==> src/rtl/cell_plotter.sv <==
// cell_plotter: buffers cell-change events in a small FIFO and expands each
// one into a CELL_SIZE x CELL_SIZE block of pixel writes for the 160x120 VGA
// adapter (one pixel per clock), plus a full-screen clear-to-black sweep.
// Optional build macro CELL_PLOTTER_GRID_EN: the top row and left column of
// every drawn cell are painted blue (3'b001) to form a grid.
module cell_plotter #(
    parameter int CELL_SIZE  = 4,
    parameter int FIFO_DEPTH = 8,
    parameter int SCREEN_W   = 160,
    parameter int SCREEN_H   = 120
) (
    input  logic       clock,
    input  logic       reset_n,
    input  logic       in_valid,
    output logic       in_ready,
    input  logic [7:0] in_cell_x,
    input  logic [7:0] in_cell_y,
    input  logic [2:0] in_colour,
    input  logic       clear_req,
    output logic [7:0] out_x,
    output logic [7:0] out_y,
    output logic [2:0] out_colour,
    output logic       plot,
    output logic       busy
);
    localparam int AW  = $clog2(FIFO_DEPTH);
    localparam int CSH = $clog2(CELL_SIZE);

    localparam logic [7:0]  CELL_LAST = 8'(CELL_SIZE - 1);
    localparam logic [7:0]  X_LAST    = 8'(SCREEN_W - 1);
    localparam logic [7:0]  Y_LAST    = 8'(SCREEN_H - 1);
    localparam logic [10:0] W_LIM     = 11'(SCREEN_W);
    localparam logic [10:0] H_LIM     = 11'(SCREEN_H);

    typedef struct packed {
        logic [7:0] cell_x;
        logic [7:0] cell_y;
        logic [2:0] colour;
    } cell_evt_t;

    typedef enum logic [1:0] {IDLE, DRAW, CLEAR} state_t;

    state_t     state, state_nxt;
    cell_evt_t  mem [FIFO_DEPTH];
    cell_evt_t  rd_evt;
    logic [AW:0] wr_ptr, rd_ptr;
    logic       full, empty, push, pop;
    logic       clear_pending;

    // Cell origin in pixels; 11 bits holds 255*8 so nothing is truncated.
    logic [10:0] base_x, base_y;
    logic [10:0] px, py;
    logic [2:0]  colour_q, pix_colour;
    logic [7:0]  cnt_x, cnt_y;
    logic        draw_last, clear_last;

    logic [7:0] out_x_nxt, out_y_nxt;
    logic [2:0] out_colour_nxt;
    logic       plot_nxt;

    // FIFO bookkeeping; the extra pointer bit separates full from empty.
    assign empty    = (wr_ptr == rd_ptr);
    assign full     = (wr_ptr[AW] != rd_ptr[AW]) && (wr_ptr[AW-1:0] == rd_ptr[AW-1:0]);
    assign in_ready = !full;
    assign push     = in_valid && !full;
    assign pop      = (state == IDLE) && !clear_pending && !empty;
    assign rd_evt   = mem[rd_ptr[AW-1:0]];
    assign busy     = !empty || (state != IDLE) || clear_pending;

    assign px         = base_x + {3'b000, cnt_x};
    assign py         = base_y + {3'b000, cnt_y};
    assign draw_last  = (cnt_x == CELL_LAST) && (cnt_y == CELL_LAST);
    assign clear_last = (cnt_x == X_LAST) && (cnt_y == Y_LAST);

`ifdef CELL_PLOTTER_GRID_EN
    assign pix_colour = ((CELL_SIZE >= 2) && (cnt_x == 8'd0 || cnt_y == 8'd0)) ? 3'b001 : colour_q;
`else
    assign pix_colour = colour_q;
`endif

    // FIFO storage: written on accepted pushes only, no reset needed.
    always_ff @(posedge clock) begin
        if (push)
            mem[wr_ptr[AW-1:0]] <= '{cell_x: in_cell_x, cell_y: in_cell_y, colour: in_colour};
    end

    // FIFO pointers and the clear request latch.
    always_ff @(posedge clock or negedge reset_n) begin
        if (!reset_n) begin
            wr_ptr        <= '0;
            rd_ptr        <= '0;
            clear_pending <= 1'b0;
        end else begin
            if (push) wr_ptr <= wr_ptr + 1'b1;
            if (pop)  rd_ptr <= rd_ptr + 1'b1;
            // IDLE consumes a pending clear; a new request always re-arms it.
            clear_pending <= (clear_pending && (state != IDLE)) || clear_req;
        end
    end

    // State register.
    always_ff @(posedge clock or negedge reset_n) begin
        if (!reset_n) state <= IDLE;
        else          state <= state_nxt;
    end

    // Next-state logic: a pending clear outranks queued cells.
    always_comb begin
        state_nxt = state;
        case (state)
            IDLE:    if (clear_pending) state_nxt = CLEAR;
                     else if (!empty)   state_nxt = DRAW;
            DRAW:    if (draw_last)     state_nxt = IDLE;
            CLEAR:   if (clear_last)    state_nxt = IDLE;
            default:                    state_nxt = IDLE;
        endcase
    end

    // Pixel counters and per-cell latches.
    always_ff @(posedge clock or negedge reset_n) begin
        if (!reset_n) begin
            cnt_x    <= '0;
            cnt_y    <= '0;
            base_x   <= '0;
            base_y   <= '0;
            colour_q <= '0;
        end else begin
            case (state)
                IDLE: begin
                    cnt_x <= '0;
                    cnt_y <= '0;
                    if (pop) begin
                        base_x   <= {3'b000, rd_evt.cell_x} << CSH;
                        base_y   <= {3'b000, rd_evt.cell_y} << CSH;
                        colour_q <= rd_evt.colour;
                    end
                end
                DRAW: begin
                    if (cnt_x == CELL_LAST) begin
                        cnt_x <= '0;
                        cnt_y <= cnt_y + 8'd1;
                    end else begin
                        cnt_x <= cnt_x + 8'd1;
                    end
                end
                CLEAR: begin
                    if (cnt_x == X_LAST) begin
                        cnt_x <= '0;
                        cnt_y <= cnt_y + 8'd1;
                    end else begin
                        cnt_x <= cnt_x + 8'd1;
                    end
                end
                default: begin
                    cnt_x <= '0;
                    cnt_y <= '0;
                end
            endcase
        end
    end

    // Output decode: off-screen cell pixels are skipped but still take a cycle.
    always_comb begin
        out_x_nxt      = out_x;
        out_y_nxt      = out_y;
        out_colour_nxt = out_colour;
        plot_nxt       = 1'b0;
        case (state)
            DRAW: begin
                if (px < W_LIM && py < H_LIM) begin
                    out_x_nxt      = px[7:0];
                    out_y_nxt      = py[7:0];
                    out_colour_nxt = pix_colour;
                    plot_nxt       = 1'b1;
                end
            end
            CLEAR: begin
                out_x_nxt      = cnt_x;
                out_y_nxt      = cnt_y;
                out_colour_nxt = 3'b000;
                plot_nxt       = 1'b1;
            end
            default: plot_nxt = 1'b0;
        endcase
    end

    // Registered adapter outputs.
    always_ff @(posedge clock or negedge reset_n) begin
        if (!reset_n) begin
            out_x      <= '0;
            out_y      <= '0;
            out_colour <= '0;
            plot       <= 1'b0;
        end else begin
            out_x      <= out_x_nxt;
            out_y      <= out_y_nxt;
            out_colour <= out_colour_nxt;
            plot       <= plot_nxt;
        end
    end

    // The last clear pixel lands just before Y_LAST wraps; keep Y_LAST used.
    logic unused_ok;
    assign unused_ok = &{1'b0, Y_LAST};

endmodule
==> config.mk <==
export PLATFORM = sky130hd
export DESIGN_NAME = cell_plotter
export DESIGN_NICKNAME = d
export VERILOG_FILES = /design/src/rtl/cell_plotter.sv
export SDC_FILE = /design/constraint.sdc
export NUM_CORES = 1
export LEC_CHECK = 0
export CAP_MARGIN = 20
export CORE_UTILIZATION = 40
export CTS_BUF_LIST = sky130_fd_sc_hd__clkbuf_2 sky130_fd_sc_hd__clkbuf_4 sky130_fd_sc_hd__clkbuf_8
export DETAILED_ROUTE_END_ITERATION = 10
export GPL_TIMING_DRIVEN = 0
export PLACE_DENSITY = 0.64
export REMOVE_ABC_BUFFERS = 1
export SLEW_MARGIN = 20
export SYNTH_ARGS = -nofsm -noshare
export SYNTH_HDL_FRONTEND = slang
export SYNTH_SLANG_ARGS = --single-unit
==> constraint.sdc <==
create_clock -name clock -period 4 [get_ports clock]
set_input_delay 0.8 -clock clock [delete_from_list [all_inputs] [get_ports clock]]
set_output_delay 0.8 -clock clock [all_outputs]
set_load 0.05 [all_outputs]
# Word level (Yosys, flattened, before mapping)
# Memories as Yosys holds them, arrays and structs flattened. A register that Yosys moved wholly into a read port is not among the register bits.
# Index checks and enable logic that the tools add are counted.
# word_totals
ff_bits,47
mem_bits_rw,152
inputBits,23
output_inout_bits,22
memories,1
# mem_list
name,depth,word_bits,rd,rd_ports_with_merged_regs,wr,line_no,source
mem,8,19,1,1,1,44,cell_evt_t mem [FIFO_DEPTH];
# op_classes
addsub,6
magnitude_cmp,2
eq_ne,15
muxes,21
n_reduce_logical,22
# ops
operator,count
one-hot mux 8 bit (2 select lines),4
two-way mux 8 bit,6
adder 10 x 8 -> 11 bit,2
"adder 8 x 1 -> 8 bit, second input constant",2
"equality test 8 x 2 -> 1 bit, second input constant",2
"less-than comparator 11 x 7 -> 1 bit, second input constant",1
"less-than comparator 11 x 8 -> 1 bit, second input constant",1
"inequality test 2 bit, second input constant",5
"adder 4 x 1 -> 4 bit, second input constant",2
"equality test 8 x 7 -> 1 bit, second input constant",1
"equality test 8 bit, second input constant",1
logical AND 1 bit,8
two-way mux 2 bit,4
one-hot mux 2 bit (3 select lines),1
one-hot mux 3 bit (2 select lines),1
AND reduction 2 bit,3
equality test 4 bit,1
logical NOT 1 bit,4
nonzero test 2 bit,2
equality test 3 bit,1
logical OR 1 bit,3
two-way mux 1 bit,3
two-way mux 3 bit,1
"inequality test 3 bit, second input constant",1
6 further kinds,6

# Longest topological paths before layout
# depth
word_depth,6
mapped_depth,9
ltp_nobuf,8

# Least setup slack after synthesis
# OpenSTA, ideal clock, no wires.
# synth_path
path_kind,register to register
start,register wr_ptr[0]
end,memory mem[0][0] (netlist bit) (enable)
arrival_time_ns,2.977
setup_slack_ns,0.604
stages_incl_launch_ff,8
cell_sequence,dfrtp_1 clkbuf_1 xnor2_1 nand4_1 and2_1 clkbuf_1 nand2b_1 nor3_1
# synth_via
elab_chain_len,6
# synth_rtl
item,line_no,source
start: declaration,46,"logic [AW:0] wr_ptr, rd_ptr;"
start signal: assignment,94,if (push) wr_ptr <= wr_ptr + 1'b1;
equality test 3 bit,63,assign full = (wr_ptr[AW] != rd_ptr[AW]) && (wr_ptr[AW-1:0] == rd_ptr[AW-1:0]);
logical AND 1 bit,63,
logical NOT 1 bit,n/a,
via in_ready,15,"output logic in_ready,"
logical AND 1 bit,65,assign push = in_valid && !full;
two-way mux 1 bit,83,if (push)
two-way mux 1 bit (implied by the code),84,"mem[wr_ptr[AW-1:0]] <= '{cell_x: in_cell_x, cell_y: in_cell_y, colour: in_colour};"
end: declaration,44,
# The timed path passes the listed nets, and every way through them passes these cells.

# Worst setup path in the final report
# layout_path
start,register rd_ptr[2]
end,output busy
# layout_via
elab_chain_len,4
# layout_rtl
item,line_no,source
start: declaration,46,
start signal: assignment,95,if (pop) rd_ptr <= rd_ptr + 1'b1;
equality test 4 bit,62,assign empty = (wr_ptr == rd_ptr);
logical NOT 1 bit,n/a,
logical OR 1 bit (2 in a row),68,assign busy = !empty || (state != IDLE) || clear_pending;
end: declaration,24,output logic busy
# Every way passes these cells.

==> flow_summary.ini <==
[run_status]
status = finished clean

[synthesis]
synthesis.area_um2 = 9400
synth_ff_type = edfxtp_1
ys_async_sr_fraction_pct = 30.28
synth-simple-area-share_pct = 6.455
yosysUniqueCellTypes = 56
synth_top_family_by_area = multiplexers
yosys.area_share.xor_xnor_pct = 1.770
synth_edf_count = 152
yosys-mux-area-fraction_pct = 14.55
synth.ff_latch_count = 218
syn_area_per_cell_um2 = 15.88
synth_cells = 592
yosysSeqAreaShare_pct = 66.13
synth_compound_area_share_pct = 6.416
yosysWarningCount = 0
yosys.area_share.adder_pct = 2.955

[drt]
dr_wl_met3_um = 899
via_count = 5133
drt_iter0_markers = 210
detail_route.wl_per_cell_um = 17.95
drt-met1-wl_um = 7629
firstDrtPassIters = 5
wirelength_um = 17840
met2_length_um = 8904
vias_per_cell = 5.164
top_layer = met4
drc_errors = 0
antenna_left = 0

[layout]
fin_nets = 699
multiInputGateArea_um2 = 3078
regArea_um2 = 6222
instances_no_fill = 994
drive_gt1_share_pct = 22.47
fillers = 1969
area_delta_synth_final_pct = 17.96
n_antenna_cell = 0

[grt]
antenna_found_initial = 0
grt_pass1_wl_um = 28940
overflow = 0
grt_pass1_vias = 5491
grt_usage_pct = 15.64
grt_start_max_net_pins = 44

[power_and_ir_drop]
worst_ir_drop_vdd_v = 0.0002454
p_comb_share_pct = 33.2
seq_power_share_pct = 40.9
power.internal_mw = 5.330
pwr-share-clk_pct = 25.9
p_leak_nw = 4.161
p_per_area_nw_per_um2 = 722.8
switching_share_pct = 33.50
p_switching_mw = 2.685

[sta]
tightest_slew_ps = 852.3
rsz0062_at_grt = false
finalHoldViolations = 0
max_freq_ghz = 0.2747
fin_crit_ps = 3641
slew_viol_final = 0
finalSetupViolations = 0
whs_ps = 207.5
worst_clock_skew_ps = 29.52
timing.final.crit_share_pct = 91.02
slew_headroom_pct = 43.00

[placement]
globalplace.congestion = 0.8616
dp.cells = 930
numPortBuffers = 44
hpwl_um = 11440

[die]
io_pins = 45
initial_core_util_pct = 41.14
die_y_um = 155.3
die_area_um2 = 24120
core_area_um2 = 22850
rows = 55
die_width_um = 155.3

[critical_path]
path_class = reg -> out
critPathRequiredTime_ps = 3200
path_max_fanout = 22
cp.arrival_ps = 2840
crit_path_end_kind = output port
startpoint_type = register
reg2reg_slack_ps = 480

[clocking]
cts_tree = done
cts.sinks = 218
htree_levels = 2
clockBufferDepth = 3
clk_pin_slew_worst_paths_ps = 60
clock_latency_ps = 520
cts_buffers = 36
cts_setup_buffers = 0
cts_root_buf = clkbuf_8
cts_resized = 0
ctsHoldBuffers = 0

[job]
drv_cap = 0

[min_path]
hp-class = in -> async
## registers in the layout, summed over array words and instances (netlist names), 3 cells and up
name / cells
mem: 152
out_x: 8
out_colour: 3
cnt_x: 8
base_x: 8
wr_ptr: 4
colour_q: 3
out_y: 8
base_y: 8
rd_ptr: 4
cnt_y: 8
## stage by stage
| step | setup TNS [ps] | power [mW] | utilization, % | cell area (µm²) | setup slack, ps |
|---|---|---|---|---|---|
| floorplan | -35640 | 5.131 | - | 9271 | -621.7 |
| global placement | -230700 | 5.855 | 44.22 | 10100 | -2320 |
| detailed placement | 0 | 6.027 | 45.16 | 10320 | 440.6 |
| CTS | 0 | 8.120 | 48.53 | 11090 | 265.4 |
| global route | 0 | 8.466 | 48.53 | 11090 | 187.4 |
| finish | 0 | 8.015 | 48.53 | 11090 | 359.4 |
## path summary, 6_finish.rpt
path	start	end	depth (start not counted)
worst max-delay path	rd_ptr[2]	busy	5
worst min-delay path	reset_n	out_y[1]	1
worst max register to register	cnt_y[2]	out_x[0]	8
worst min register to register	colour_q[1]	colour_q[1]	2
max in group asynchronous	reset_n	rd_ptr[2]	2
min in group clock	colour_q[1]	colour_q[1]	2
## per-layer routing
| layer | vias to the layer above | global-route usage [%] |
|---|---|---|
| met5 | - | 0 |
| met3 | 39 | 3.593 |
| met4 | 0 | 5.089 |
| met1 | 2571 | 19.50 |
| met2 | 110 | 26.96 |
| li1 | 2413 | - |
## cell type report
cell class | instances | area share [%]
sequential | 218 | 56.12
multi-input combinational | 336 | 27.76
timing repair buffer | 54 | 5.360
clock buffer | 46 | 5.146
tap | 313 | 3.532
clock inverter | 18 | 1.783
inverter | 9 | 0.3047
## worst max-delay path: stages, from the launching register on
cell and delay, ps:
dfrtp_2 870, xnor2_1 210, nand3_1 130, nor4_1 350, inv_1 80, clkdlybuf4s50_1 710
## power groups by stage
| stage | clock, mW | sequential (mW) | combinational [mW] |
|---|---|---|---|
| 2_1_floorplan | 0 | 3.55 | 1.59 |
| 3_5_place_dp | 0 | 3.33 | 2.69 |
| 5_1_grt | 2.21 | 3.34 | 2.91 |
| 6_report | 2.07 | 3.28 | 2.66 |
| 3_3_place_gp | 0 | 3.45 | 2.40 |
| 4_1_cts | 2.12 | 3.29 | 2.71 |
## logic make-up after synthesis
| logic type | after synthesis |
|---|---|
| xor gates and xnor gates | 19 |
| buffers and inverters | 38 |
| adders and majority gates | 21 |
| muxes | 83 |
| and+or+nand+nor | 126 |
| DFF | 218 |
| AOI/OAI and AO/OA | 87 |
## synthesized netlist by cell type (2+ instances only)
| cell type | instances | area share (%) |
|---|---|---|
| mux2i_1 | 23 | 2.4 |
| a21oi_2 | 2 | 0.19 |
| o211a_1 | 2 | 0.21 |
| buf_6 | 2 | 0.24 |
| or3_1 | 4 | 0.27 |
| buf_1 | 6 | 0.24 |
| a22oi_1 | 2 | 0.16 |
| nand2_1 | 47 | 1.9 |
| xor2_1 | 10 | 0.93 |
| buf_2 | 4 | 0.21 |
| o21bai_1 | 2 | 0.16 |
| nor3_1 | 8 | 0.43 |
| and3_1 | 7 | 0.47 |
| o22ai_1 | 2 | 0.13 |
| ha_1 | 19 | 2.5 |
| nand2b_1 | 8 | 0.53 |
| o31ai_1 | 2 | 0.16 |
| a21o_1 | 10 | 0.80 |
| a22o_1 | 7 | 0.65 |
| mux4_2 | 38 | 9.1 |
| clkbuf_1 | 17 | 0.68 |
| edfxtp_1 | 152 | 49 |
| a21oi_1 | 9 | 0.48 |
| o21ai_0 | 34 | 1.8 |
| fa_1 | 2 | 0.43 |
| nand3_1 | 12 | 0.64 |
| mux2_2 | 13 | 1.6 |
| xnor2_1 | 9 | 0.84 |
| mux2_4 | 9 | 1.4 |
| nor3b_1 | 2 | 0.16 |
| or4_1 | 2 | 0.16 |
| or2_2 | 3 | 0.20 |
| nor4_1 | 3 | 0.20 |
| dfrtp_1 | 66 | 18 |
| inv_1 | 9 | 0.36 |
| nor2_1 | 21 | 0.84 |
| nand4_1 | 3 | 0.20 |
| a21boi_0 | 3 | 0.24 |
## placed cells by master, fill, tap and decap left out, types with 12 or more instances in the layout
| master | instances |
|---|---|
| clkbuf_8 | 36 |
| clkdlybuf4s50_1 | 43 |
| dfrtp_1 | 63 |
| edfxtp_1 | 152 |
| ha_1 | 19 |
| mux2_2 | 13 |
| mux2i_1 | 23 |
| mux4_2 | 38 |
| nand2_1 | 47 |
| nand3_1 | 12 |
| nor2_1 | 15 |
| o21ai_0 | 34 |
Note: power is estimated with default switching activity, not from simulation.
